File: src/rtl/ram_port_sequencer.sv
// ram_port_sequencer
//   Owns the single write port of the 64 KiB main RAM and shares it between
//   the internal cartridge-RAM erase engine, the HPS cartridge loader and the
//   CPU (priority erase > load > CPU). Holds the console in reset while an
//   erase or load runs and for RESET_HOLD cycles afterwards.
//
// Optional feature: define ERASE_VRAM_EN to add the vram_* ports, which
//   mirror the erase onto VRAM while an erase is running.
//
// Ports
//   clk_sys, reset_n         : clock, asynchronous active-low reset
//   erase_req                : erase request, rising edge triggers
//   dl_active, dl_index      : loader download in progress, file index
//   dl_wr, dl_addr, dl_data  : loader byte write strobe, address, data
//   cpu_a, cpu_we_n, cpu_d   : CPU address, active-low write enable, data
//   mem_a, mem_we, mem_d     : RAM port address, write enable, write data
//   cpu_wait                 : CPU does not own the port
//   busy                     : erase or load in progress
//   hold_reset               : console reset request
//   dl_overflow              : sticky, a loader write was dropped
//   vram_a/we/d/own          : VRAM erase mirror (ERASE_VRAM_EN only)

module ram_port_sequencer #(
   parameter logic [15:0] ERASE_START = 16'h7000,
   parameter logic [15:0] ERASE_END   = 16'hFFFF,
   parameter logic [15:0] CART_BASE   = 16'hC000,
   parameter logic [7:0]  RESET_HOLD  = 8'd255
) (
   input  logic        clk_sys,
   input  logic        reset_n,
   input  logic        erase_req,
   input  logic        dl_active,
   input  logic [7:0]  dl_index,
   input  logic        dl_wr,
   input  logic [15:0] dl_addr,
   input  logic [7:0]  dl_data,
   input  logic [15:0] cpu_a,
   input  logic        cpu_we_n,
   input  logic [7:0]  cpu_d,
   output logic [15:0] mem_a,
   output logic        mem_we,
   output logic [7:0]  mem_d,
   output logic        cpu_wait,
   output logic        busy,
   output logic        hold_reset,
   output logic        dl_overflow
`ifdef ERASE_VRAM_EN
   ,
   output logic [13:0] vram_a,
   output logic        vram_we,
   output logic [7:0]  vram_d,
   output logic        vram_own
`endif
);

   typedef enum logic [2:0] {
      S_IDLE, S_ERASE_WR, S_ERASE_GAP, S_LOAD, S_HOLD
   } state_t;

   state_t      state;
   logic [15:0] addr;
   logic [7:0]  hold_cnt;
   logic        erase_q;
   logic        dl_active_q;
   logic        erase_pending;
   logic        buf_full;
   logic [15:0] buf_a;
   logic [7:0]  buf_d;

   logic        erase_rise;
   logic        dl_rise;
   logic        drain;
   logic        buf_load;
   logic [15:0] cap_addr;

   assign erase_rise = erase_req & ~erase_q;
   assign dl_rise    = dl_active & ~dl_active_q;
   // The buffer empties in the cycle its entry is on the RAM port.
   assign drain      = (state == S_LOAD) && buf_full;
   // A new byte may refill the buffer in the same cycle it drains.
   assign buf_load   = dl_wr && (!buf_full || drain);
   assign cap_addr   = (dl_index != 8'd0) ? (dl_addr + CART_BASE) : dl_addr;

   always_ff @(posedge clk_sys or negedge reset_n) begin
      if (!reset_n) begin
         state         <= S_HOLD;
         hold_cnt      <= RESET_HOLD;
         addr          <= ERASE_START;
         erase_q       <= 1'b0;
         dl_active_q   <= 1'b0;
         erase_pending <= 1'b0;
         buf_full      <= 1'b0;
         dl_overflow   <= 1'b0;
      end else begin
         erase_q     <= erase_req;
         dl_active_q <= dl_active;

         if (buf_load)
            buf_full <= 1'b1;
         else if (drain)
            buf_full <= 1'b0;

         // A drop in the same cycle as a new download start still flags.
         if (dl_wr && buf_full && !drain)
            dl_overflow <= 1'b1;
         else if (dl_rise)
            dl_overflow <= 1'b0;

         case (state)
            S_IDLE: begin
               if (erase_rise) begin
                  state <= S_ERASE_WR;
                  addr  <= ERASE_START;
               end else if (dl_active) begin
                  state <= S_LOAD;
               end
            end
            S_HOLD: begin
               if (erase_rise) begin
                  state <= S_ERASE_WR;
                  addr  <= ERASE_START;
               end else if (dl_active) begin
                  state <= S_LOAD;
               end else if (hold_cnt <= 8'd1) begin
                  // Leave when the decrement would reach zero, so
                  // hold_reset spans exactly RESET_HOLD cycles.
                  state <= S_IDLE;
               end else begin
                  hold_cnt <= hold_cnt - 8'd1;
               end
            end
            S_ERASE_WR: begin
               // Compare-terminated so ERASE_END = 16'hFFFF never wraps.
               if (addr == ERASE_END) begin
                  if (dl_active) begin
                     state <= S_LOAD;
                  end else begin
                     state    <= S_HOLD;
                     hold_cnt <= RESET_HOLD;
                  end
               end else begin
                  state <= S_ERASE_GAP;
               end
            end
            S_ERASE_GAP: begin
               addr  <= addr + 16'd1;
               state <= S_ERASE_WR;
            end
            S_LOAD: begin
               if (erase_rise)
                  erase_pending <= 1'b1;
               if (!dl_active && !buf_full) begin
                  if (erase_pending || erase_rise) begin
                     state         <= S_ERASE_WR;
                     addr          <= ERASE_START;
                     erase_pending <= 1'b0;
                  end else begin
                     state    <= S_HOLD;
                     hold_cnt <= RESET_HOLD;
                  end
               end
            end
            default: begin
               state    <= S_HOLD;
               hold_cnt <= RESET_HOLD;
            end
         endcase
      end
   end

   // Buffer payload carries no reset; buf_full alone says whether it is valid.
   always_ff @(posedge clk_sys) begin
      if (buf_load) begin
         buf_a <= cap_addr;
         buf_d <= dl_data;
      end
   end

   always_comb begin
      mem_a  = 16'h0000;
      mem_d  = 8'h00;
      mem_we = 1'b0;
      case (state)
         S_IDLE: begin
            mem_a  = cpu_a;
            mem_d  = cpu_d;
            mem_we = ~cpu_we_n;
         end
         S_ERASE_WR: begin
            mem_a  = addr;
            mem_we = 1'b1;
         end
         S_ERASE_GAP: begin
            mem_a = addr;
         end
         S_LOAD: begin
            if (buf_full) begin
               mem_a  = buf_a;
               mem_d  = buf_d;
               mem_we = 1'b1;
            end
         end
         default: ;
      endcase
   end

   assign busy       = (state == S_ERASE_WR) || (state == S_ERASE_GAP) || (state == S_LOAD);
   assign hold_reset = (state != S_IDLE);
   assign cpu_wait   = (state != S_IDLE);

`ifdef ERASE_VRAM_EN
   logic erasing;
   assign erasing  = (state == S_ERASE_WR) || (state == S_ERASE_GAP);
   assign vram_a   = erasing ? addr[13:0] : 14'd0;
   assign vram_we  = erasing && (state == S_ERASE_WR);
   assign vram_d   = 8'h00;
   assign vram_own = erasing;
`endif

endmodule

File: config.mk
export PLATFORM = sky130hd
export DESIGN_NAME = ram_port_sequencer
export DESIGN_NICKNAME = d
export VERILOG_FILES = /design/src/rtl/ram_port_sequencer.sv
export SDC_FILE = /design/constraint.sdc
export NUM_CORES = 1
export LEC_CHECK = 0
export CORE_MARGIN = 3
export CORE_UTILIZATION = 40
export DETAILED_ROUTE_END_ITERATION = 8
export GPL_TIMING_DRIVEN = 0
export PLACE_DENSITY = 0.73
export SYNTH_ARGS = -nofsm -noshare
export SYNTH_HDL_FRONTEND = slang
export SYNTH_SLANG_ARGS = --single-unit
File: constraint.sdc
create_clock -name clk_sys -period 1.8 [get_ports clk_sys]
set_input_delay 0.54 -clock clk_sys [delete_from_list [all_inputs] [get_ports clk_sys]]
set_output_delay 0.54 -clock clk_sys [all_outputs]
set_load 0.02 [all_outputs]
Word level (Yosys, flattened, before mapping)
Index checks and enable logic that the tools add are counted.
- register bits: 56
- output and inout bits: 29
- logic and storage cells: 96
- input port bits: 62
- $add $sub $neg: 3
- magnitude comparators: 1
- eq/ne operators: 16
- muxes and demuxes: 36
- reduce and logical (&&, ||, !) cells: 24
- bitwise gates (word level): 6
- operator list (cell ; number):
    $pmux 16 s3 ; 2
    $mux 16 ; 5
    $mux 8 ; 8
    $pmux 8 s4 ; 1
    $mux 3 ; 9
    $add 16x1->16 const B ; 1
    $add 16x16->16 const B ; 1
    $eq 16x16->1 const B ; 1
    $pmux 8 s2 ; 1
    $pmux 3 s5 ; 1
    $ne 2x2->1 const B ; 6
    $le 8x1->1 const B ; 1
    $mux 1 ; 8
    $reduce_and 8->1 ; 1
    $reduce_bool 8->1 ; 1
    $sub 8x1->8 const B ; 1
    $eq 3x2->1 const B ; 2
    $ne 2x1->1 const B ; 3
    $reduce_bool 3->1 ; 2
    $reduce_or 2->1 ; 3
    $logic_and 1x1->1 ; 5
    $logic_or 1x1->1 ; 4
    $ne 4x4->1 const B ; 1
    $not 1->1 ; 4
    other kinds (10) ; 14

Depth between registers and ports, before layout
Gate-level depths: netlist (run 1).
- depth in word-level cells: 6
- gate-level depth with buffers: 8
- mapped depth without buffers: 7

Worst setup path before layout (run 1)
No wires, ideal clock.
- path type: register to output
- start: register state[1]
- end: output mem_a[0]
- path slack: -0.402 ns
- cell stages (with the launch flop): 8
- required time: 1.260 ns
- buffers on the path: 3
- data arrival time: 1.662 ns
- cells stage by stage: dfrtp_1 -> buf_2 -> nor2b_1 -> and3_1 -> clkbuf_1 -> buf_2 -> nand2_1 -> a21oi_1
- word-level cells in the longest chain between the ends: 3
- elaborated cells between the ends (all ways): 6
- those cells by class: eq/ne (3); mux (1); reduce/logical (2)
- ends and longest elaborated chain (what ; RTL line ; RTL):
    start: declaration ; 60 ; state_t state;
    start signal: assignment ; 86 ; state <= S_HOLD;
    start signal: assignment ; 112 ; state <= S_ERASE_WR;
    start signal: assignment ; 115 ; state <= S_LOAD;
    $eq 3x1->1 / $eq 3x2->1 (equally long branches) ; 183 ; case (state)
    $reduce_or 2->1 (no source line) ; -- ;
    $pmux 16 s3 * ; 183 ;
    end: declaration ; 40 ; output logic [15:0] mem_a,
Every way passes the cells marked *; elsewhere a longest branch is shown, timed or not.

Final worst setup path (run 1)
- start: register state[2]
- end: output mem_a[14]
The elaborated chain is that of the path after synthesis.

==> results of run 1 <==
==> per-stage QoR <==
stage / worst slack (ns) / TNS [ns] / area [um^2] / total power [W] / utilization, %
after floorplan: -0.04760 / -0.5959 / 3332 / 0.004275 / -
after global routing: -0.5860 / -16.83 / 4831 / 0.007708 / 66.25
after global placement: -0.7416 / -53.03 / 4357 / 0.005523 / 59.75
after detailed placement: -0.7444 / -43.59 / 4352 / 0.005567 / 59.68
final: -0.5147 / -13.74 / 4831 / 0.007305 / 66.25
after CTS: -0.5509 / -13.47 / 4763 / 0.007100 / 65.32
==> logic make-up (layout without fill, tap and decap cells) <==
kind of cell | Yosys count | in the layout | share of synthesized area (%)
simple gates | 105 | 105 | 17.31
compound gates | 104 | 104 | 24.41
flops | 56 | 56 | 50.98
buf+inv | 28 | 151 | 4.358
fa+ha+maj | 3 | 3 | 1.245
xor+xnor | 3 | 3 | 0.8719
mux | 2 | 2 | 0.8301
==> layer usage <==
metal / vias up / routed length [um]
met5: - / 0
met4: 0 / 84
met3: 6 / 432
met2: 77 / 4233
met1: 1354 / 3646
li1: 1362 / -
==> power breakdown <==
part | total, W | leakage, nW | internal [W] | switching [W]
combinational | 0.00487 | 1.29 | 0.00247 | 0.00240
clock | 0.000692 | 0.0422 | 0.000275 | 0.000417
sequential | 0.00174 | 0.599 | 0.00159 | 0.000159
total | 0.00731 | 1.94 | 0.00433 | 0.00298
==> critical path, stage by stage (launching register included) <==
cell and delay (ns):
dfstp_2 0.60, clkbuf_16 0.16, nor3_4 0.05, clkbuf_8 0.16, buf_6 0.13, a22oi_2 0.17
nand2_2 0.07, buf_6 0.13
==> placed cells by master (no fill, tap or decap), types with 3 or more instances in the layout <==
cell type,instances
clkdlybuf4s50_1,58
buf_6,35
nand2_1,28
edfxtp_1,24
a21oi_1,20
o21ai_0,19
dfrtp_1,18
buf_4,17
a22oi_2,16
nor2_1,14
nand2_2,12
dfstp_2,12
clkbuf_8,8
buf_2,8
inv_1,8
a31oi_1,8
nand2b_1,6
a22o_4,5
and4_1,5
a41oi_1,5
o21a_1,5
nand2_4,4
a21oi_4,4
a22o_1,4
and2_1,4
nand4_1,4
buf_8,3
buf_12,3
nor3_1,3
nand3_1,3
o22a_1,3
dlygate4sd2_1,3
==> flip-flops by register name (all words and copies together), names as in the netlist <==
| signal | flops |
|---|---|
| state | 3 |
| dl_overflow | 1 |
| buf_full | 1 |
| addr | 16 |
| hold_cnt | 8 |
| buf_a | 16 |
| erase_q | 1 |
| buf_d | 8 |
| erase_pending | 1 |
| dl_active_q | 1 |
==> layout make-up <==
class                   count  area share [%]
inverters                   9          0.7511
clock inverters             1          0.1036
clock buffers               7           1.580
flip-flops and latches     56           31.86
plain buffers              17           4.144
multi-input cells         217           34.21
well taps                  99           2.564
repair buffers            117           24.79
==> worst paths after layout <==
check / depth (start not counted) / slack, ns / from / endpoint
setup / recovery: 7 / -0.51 / state[2] / mem_a[14]
hold / removal: 1 / 0.28 / reset_n / erase_pending
setup reg to reg: 6 / -0.20 / state[2] / hold_cnt[1]
hold reg to reg: 2 / 0.50 / hold_cnt[4] / hold_cnt[4]
max in group asynchronous: 1 / 1.01 / reset_n / addr[0]
min in group clk_sys: 2 / 0.50 / hold_cnt[4] / hold_cnt[4]
==> timing repair <==
action / in CTS / in global routing
pin swaps: 19 / 9
gates cloned: 3 / 1
endpoints found under the setup margin: 78 / 74
gates resized for setup: 194 / 18
setup buffers: 22 / 3
==> results_dict.tcl, run 1 <==
set metrics [dict create \
    outcome "finished, violations left" \
    violations "negative setup slack" \
    drc 0 \
    met3_usage_pct 3.249 \
    cp-start-kind "flop" \
    arrival_ns 1.77 \
    first_iter_violations 126 \
    multi_input_comb_area_um2 1653 \
    cap_viol_max_count 0 \
    path_class "flop to output port" \
    rows 31 \
    fin_crit_ns 2.315 \
    synth_top_area_share_pct 23.91 \
    via_per_inst 5.352 \
    nNetsFinal 488 \
    ctsHoldBuffers 0 \
    dp.cells 490 \
    gp_congestion 0.8794 \
    ir_worst_vdd_mv 0.9480 \
    first_global_vias 2749 \
    die_w_um 92.81 \
    routed_wl_mm 8.397 \
    maxSlewViolCount 0 \
    core_region_area_um2 7292 \
    antenna_cells 0 \
    finalCritPeriodShare_pct 128.6 \
    dpl.hpwl_mm 5.827 \
    die_area_um2 8613 \
    syn_inst 301 \
    cts_max_level 2 \
    grt_use_total_pct 19.84 \
    cts-root-buf "clkbuf_8" \
    worst_pin_slew_ns 0.7289 \
    drive_above_1_share_pct 37.74 \
    clock_sinks 56 \
    via_count 2799 \
    synthFlopType "edfxtp_1" \
    clk_latency_ns 0.31 \
    whs_ns 0.2798 \
    yosysWarningCount 0 \
    gr-usage-met2_pct 32.33 \
    synth_top_area_cell "edfxtp_1" \
    yosys-top-cells-area "edfxtp_1, dfrtp_1, dfstp_2" \
    rsz0062_at_grt "yes" \
    grt_max_degree 33 \
    clock_skew_ns 0.01104 \
    seq_area_frac_synth_pct 50.98 \
    setup_slack_ns -0.5147 \
    clockBufferDepth 2 \
    area_delta_synth_final_pct 60.27 \
    antenna_found_initial 0 \
    synth-edff-count 24 \
    seq_area_um2 1539 \
    clk_pin_slew_ns 0.10 \
    grt_overflow_total 0 \
    grt_use_met1_pct 27.39 \
    synth_common_cells "nand2_1, a21oi_1, edfxtp_1, dfrtp_1, o21ai_0" \
    num-fill-cells 577 \
    p_leak_nw 1.936 \
    ios 91 \
    worstPathRequired_ns 1.26 \
    instances_no_fill 523 \
    setup_viol 36 \
    async_reset_ff_share_pct 57.14 \
    numCtsBuffers 5 \
    endpoint_kind "output port" \
    avgSynthCellArea_um2 10.01 \
    relSlewSlack_pct 51.41 \
    dr.pass1.iters 4 \
    min_path_type "input port to asynchronous set/reset pin" \
    synth_area_um2 3014 \
    dieHeight_um 92.81 \
    wire_per_inst_um 16.06 \
    powerDensity_nw_per_um2 1512 \
    synth.distinct_cells 49 \
    start_util_pct 41.33 \
    ant_nets 0 \
    yosysMostFrequentCell "nand2_1" \
    hold_viol 0 \
    cts_tree "built" \
    grt_pass1_wl_mm 13.61 \
    busiest_layer "met2" \
    fmax_ghz 0.4320 \
    port_buffers 90 \
    crit_fanout 5 \
    syn-num-nets 366 \
    ys_ff_latch 56 \
]
Power figures use the tool's default switching activity.
==> inputs of run 2 (changes only) <==
--- a/config.mk
+++ b/config.mk
@@ -6,10 +6,10 @@
 export NUM_CORES = 1
 export LEC_CHECK = 0
 export CORE_MARGIN = 3
-export CORE_UTILIZATION = 40
+export CORE_UTILIZATION = 43
 export DETAILED_ROUTE_END_ITERATION = 8
 export GPL_TIMING_DRIVEN = 0
-export PLACE_DENSITY = 0.73
+export PLACE_DENSITY = 0.77
 export SYNTH_ARGS = -nofsm -noshare
 export SYNTH_HDL_FRONTEND = slang
 export SYNTH_SLANG_ARGS = --single-unit
==> results_dict.tcl, run 2 (same netlist as run 1, synthesis figures left out) <==
set metrics [dict create \
    worstReg2RegStart "state[2]" \
    layout_commonest_cell "clkdlybuf4s50_1" \
    dpl.hpwl_mm 6.120 \
    finalCritPeriodShare_pct 131.1 \
    routed_wl_mm 9.673 \
    min_path_type "input port to asynchronous set/reset pin" \
    reg_top3 "addr (16), buf_a (16)" \
    dr.pass1.iters 4 \
    outcome "finished, violations left" \
    whs_ns 0.2830 \
    clockBufferDepth 2 \
    crit_fanout 6 \
    r2r-end "hold_cnt[1]" \
    p_leak_nw 2.031 \
    nNetsFinal 501 \
    ant_nets 0 \
    clk_latency_ns 0.32 \
    powerDensity_nw_per_um2 1572 \
    drc 0 \
    arrival_ns 1.82 \
    cts_tree "built" \
    numCtsBuffers 5 \
    violations "negative setup slack" \
    setup_viol 54 \
    worst_pin_slew_ns 0.7421 \
    die_area_um2 8051 \
    clock_sinks 56 \
    start_util_pct 45.89 \
    ir_worst_vdd_mv 0.9103 \
    instances_no_fill 530 \
    grt_use_total_pct 22.11 \
    rows 29 \
    ios 91 \
    maxSlewViolCount 0 \
    port_buffers 90 \
    final_area_um2 5040 \
    cap_viol_max_count 0 \
    core_region_area_um2 6568 \
    startpoint "state[1]" \
    die_w_um 89.73 \
    ctsHoldBuffers 0 \
    cts_max_level 2 \
    worstPathRequired_ns 1.26 \
    clk_pin_slew_ns 0.10 \
    grt_overflow_total 0 \
    via_count 2927 \
    cts-root-buf "clkbuf_8" \
    r2r_slack_ns -0.32 \
    dp.cells 484 \
    fmax_ghz 0.4239 \
    gp_congestion 0.8525 \
    reg2regPathDepth 10 \
    fin_crit_ns 2.359 \
    first_iter_violations 189 \
    clock_skew_ns 0.007893 \
    place_area_um2 4344 \
    area_delta_synth_final_pct 67.21 \
    grt_max_degree 33 \
    total_power_w 0.007920 \
    cp-start-kind "flop" \
    layout_common_cells "clkdlybuf4s50_1, buf_6, nand2_1" \
    via_per_inst 5.523 \
    path_class "flop to output port" \
    first_global_vias 2915 \
    hold_viol 0 \
    final_util_pct 76.74 \
    rsz0062_at_grt "yes" \
    dieHeight_um 89.73 \
    setup_slack_ns -0.5592 \
    antenna_found_initial 0 \
    antenna_cells 0 \
    grt_pass1_wl_mm 14.52 \
    endpoint_kind "output port" \
    drive_above_1_share_pct 41.65 \
    wire_per_inst_um 18.25 \
    relSlewSlack_pct 50.52 \
]
## run 2: cell count changes in the layout (fill, tap and decap cells not counted), moves of 2 or more
cell     delta
o21ai_1     +6
nor2_4      +2
buf_2       -5
a22oi_2     -2
o21ai_2     +5
o21ai_0    -12
buf_6      +18
a22oi_1     +2
## run 2: how the worst max path moves through the flow
stage	to	slack [ns]	depth (start not counted)
floorplan	mem_d[0]	-0.05	5
finish	mem_d[6]	-0.56	6
detailed placement	hold_cnt[1]	-0.76	6
global placement	hold_cnt[1]	-0.75	6
CTS	mem_a[7]	-0.53	7
global route	mem_d[6]	-0.61	6
## run 2: layer usage
layer | vias up | GRT usage, % | part of all wire [%]
met4 | 0 | 5.492 | 1.5
met1 | 1415 | 27.41 | 41
met5 | - | 0 | 0
met2 | 98 | 39.91 | 53
li1 | 1403 | - | -
met3 | 11 | 3.923 | 5.1
## run 2: power by group
| group | internal, W | total (W) | switching (W) |
|---|---|---|---|
| Clock | 0.000321 | 0.000741 | 0.000420 |
| Sequential | 0.00159 | 0.00173 | 0.000148 |
| Combinational | 0.00277 | 0.00545 | 0.00267 |
| Total | 0.00468 | 0.00792 | 0.00324 |
## run 2: area by class of cell
class | instances | area (um^2)
buffer | 18 | 209.0
clock buffer | 8 | 91.34
fill | 407 | 1528
inverter | 9 | 36.28
multi-input combinational | 218 | 1725
sequential | 56 | 1539
tap | 93 | 116.4
timing repair buffer | 128 | 1323
## run 2: repair_timing
item                       in CTS  in global routing
setup endpoints to repair      78                 79
setup buffers                  26                 11
pin swaps                      19                 26
gates resized for setup       193                 69
cloned                          2                  2
## run 2: through the flow
step | setup WS (ns) | setup TNS, ns
after floorplan | -0.04760 | -0.5959
after global placement | -0.7451 | -53.57
after detailed placement | -0.7596 | -44.14
after CTS | -0.5343 | -14.46
after global routing | -0.6133 | -21.53
final | -0.5592 | -18.09
## run 2: worst max-delay path, stage by stage, from the launching register on
cell	delay [ns]
dfrtp_1	0.39
buf_6	0.14
nor3_4	0.33
clkbuf_8	0.22
buf_6	0.13
a22o_1	0.17
buf_6	0.12
==> inputs of run 3 (changes only) <==
--- a/config.mk
+++ b/config.mk
@@ -5,10 +5,11 @@
 export SDC_FILE = /design/constraint.sdc
 export NUM_CORES = 1
 export LEC_CHECK = 0
-export CORE_MARGIN = 3
+export CORE_MARGIN = 10
 export CORE_UTILIZATION = 43
 export DETAILED_ROUTE_END_ITERATION = 8
 export GPL_TIMING_DRIVEN = 0
+export HOLD_SLACK_MARGIN = 0.12
 export PLACE_DENSITY = 0.77
 export SYNTH_ARGS = -nofsm -noshare
 export SYNTH_HDL_FRONTEND = slang
==> results_dict.tcl, run 3 (same netlist as run 1, synthesis figures left out) <==
set metrics [dict create \
    reg2regPathDepth 8 \
    path_class "flop to output port" \
    clockBufferDepth 2 \
    final_area_um2 4867 \
    worstReg2RegStart "state[2]" \
    core_region_area_um2 6794 \
    via_per_inst 5.599 \
    numCtsBuffers 5 \
    violations "negative setup slack" \
    dr.pass1.iters 4 \
    clk_latency_ns 0.32 \
    dieHeight_um 103.7 \
    rsz0062_at_grt "yes" \
    r2r_slack_ns -0.15 \
    area_delta_synth_final_pct 61.48 \
    clock_sinks 56 \
    layout_common_cells "clkdlybuf4s50_1, buf_6, nand2_1" \
    gp_congestion 0.8556 \
    dpl.hpwl_mm 6.570 \
    reg_top3 "addr (16), buf_a (16)" \
    outcome "finished, violations left" \
    drive_above_1_share_pct 39.29 \
    first_iter_violations 164 \
    setup_slack_ns -0.5406 \
    grt_pass1_wl_mm 15.23 \
    grt_use_total_pct 17.00 \
    die_area_um2 10760 \
    rows 30 \
    cts_max_level 2 \
    die_w_um 103.7 \
    arrival_ns 1.80 \
    port_buffers 90 \
    relSlewSlack_pct 53.57 \
    start_util_pct 44.36 \
    antenna_cells 0 \
    worstPathRequired_ns 1.26 \
    post-place-ws_ns -0.7708 \
    setup_viol 37 \
    nNetsFinal 484 \
    worst_pin_slew_ns 0.6964 \
    ant_nets 0 \
    first_global_vias 2899 \
    layout_commonest_cell "clkdlybuf4s50_1" \
    grt_overflow_total 0 \
    p_leak_nw 1.931 \
    powerDensity_nw_per_um2 1531 \
    cts_tree "built" \
    via_count 2889 \
    maxSlewViolCount 0 \
    endpoint_kind "output port" \
    grt_max_degree 33 \
    wire_per_inst_um 18.85 \
    antenna_found_initial 0 \
    finalCritPeriodShare_pct 130.0 \
    drc 0 \
    clk_pin_slew_ns 0.10 \
    ios 91 \
    routed_wl_mm 9.729 \
    ir_worst_vdd_mv 0.8911 \
    cap_viol_max_count 0 \
    clock_skew_ns 0.01298 \
    min_path_type "input port to asynchronous set/reset pin" \
    fin_crit_ns 2.341 \
    hold_viol 0 \
    cts-root-buf "clkbuf_8" \
    crit_fanout 6 \
    place_area_um2 4348 \
    fmax_ghz 0.4272 \
    cp-start-kind "flop" \
    r2r-end "hold_cnt[1]" \
]
==> run 3: how the worst max path moves through the flow <==
stage	cells past startpoint	slack [ns]	from	endpoint
3_3_place_gp	6	-0.74	dl_active	hold_cnt[1]
4_1_cts	5	-0.51	state[1]	mem_d[7]
6_report	5	-0.54	state[1]	mem_d[7]
5_1_grt	6	-0.59	state[1]	mem_a[15]
3_5_place_dp	6	-0.77	dl_active	hold_cnt[1]
2_1_floorplan	5	-0.05	state[2]	mem_d[0]
==> run 3: where the power goes <==
| part | switching [W] | internal, W |
|---|---|---|
| registers | 0.000165 | 0.00159 |
| clock network | 0.000423 | 0.000414 |
| logic | 0.00249 | 0.00237 |
| total | 0.00308 | 0.00437 |
==> run 3: repair_timing <==
action / in CTS / in global routing
gates resized for setup: 210 / 28
setup buffers: 14 / 7
setup endpoints to repair: 78 / 53
cloned: 4 / 0
hold buffers: 0 / 0
pin swaps: 17 / 5
==> run 3: routing by layer <==
layer,vias up,wire [um],global-route usage [%]
li1,1354,-,-
met1,1429,3819,19.26
met2,91,5123,30.99
met3,15,570,4.089
met4,0,215,4.374
met5,-,0,0
==> run 3: stage by stage <==
step	setup TNS, ns	hold slack (ns)	cells	power, W	utilization, %
detailed placement	-45.69	0.4783	487	0.005634	64.00
global placement	-53.01	0.4736	487	0.005569	64.07
floorplan	-0.5959	0.2444	301	0.004275	-
finish	-13.91	0.2548	516	0.007453	71.64
CTS	-13.00	0.2856	511	0.007167	69.89
global route	-16.62	0.3093	516	0.007868	71.64
==> run 3: area by class of cell <==
cell class | count | area [um^2]
well taps | 96 | 120.1
inverters | 9 | 33.78
flip-flops and latches | 56 | 1539
clock buffers | 6 | 72.57
multi-input cells | 217 | 1709
clock inverters | 2 | 35.03
plain buffers | 17 | 197.7
repair buffers | 113 | 1160
fillers | 485 | 1927
==> run 3: worst max-delay path, stage by stage, from the launching register on <==
cell	delay [ns]
dfrtp_1	0.39
buf_6	0.14
nor3_4	0.40
clkbuf_8	0.25
a22o_1	0.17
buf_6	0.13
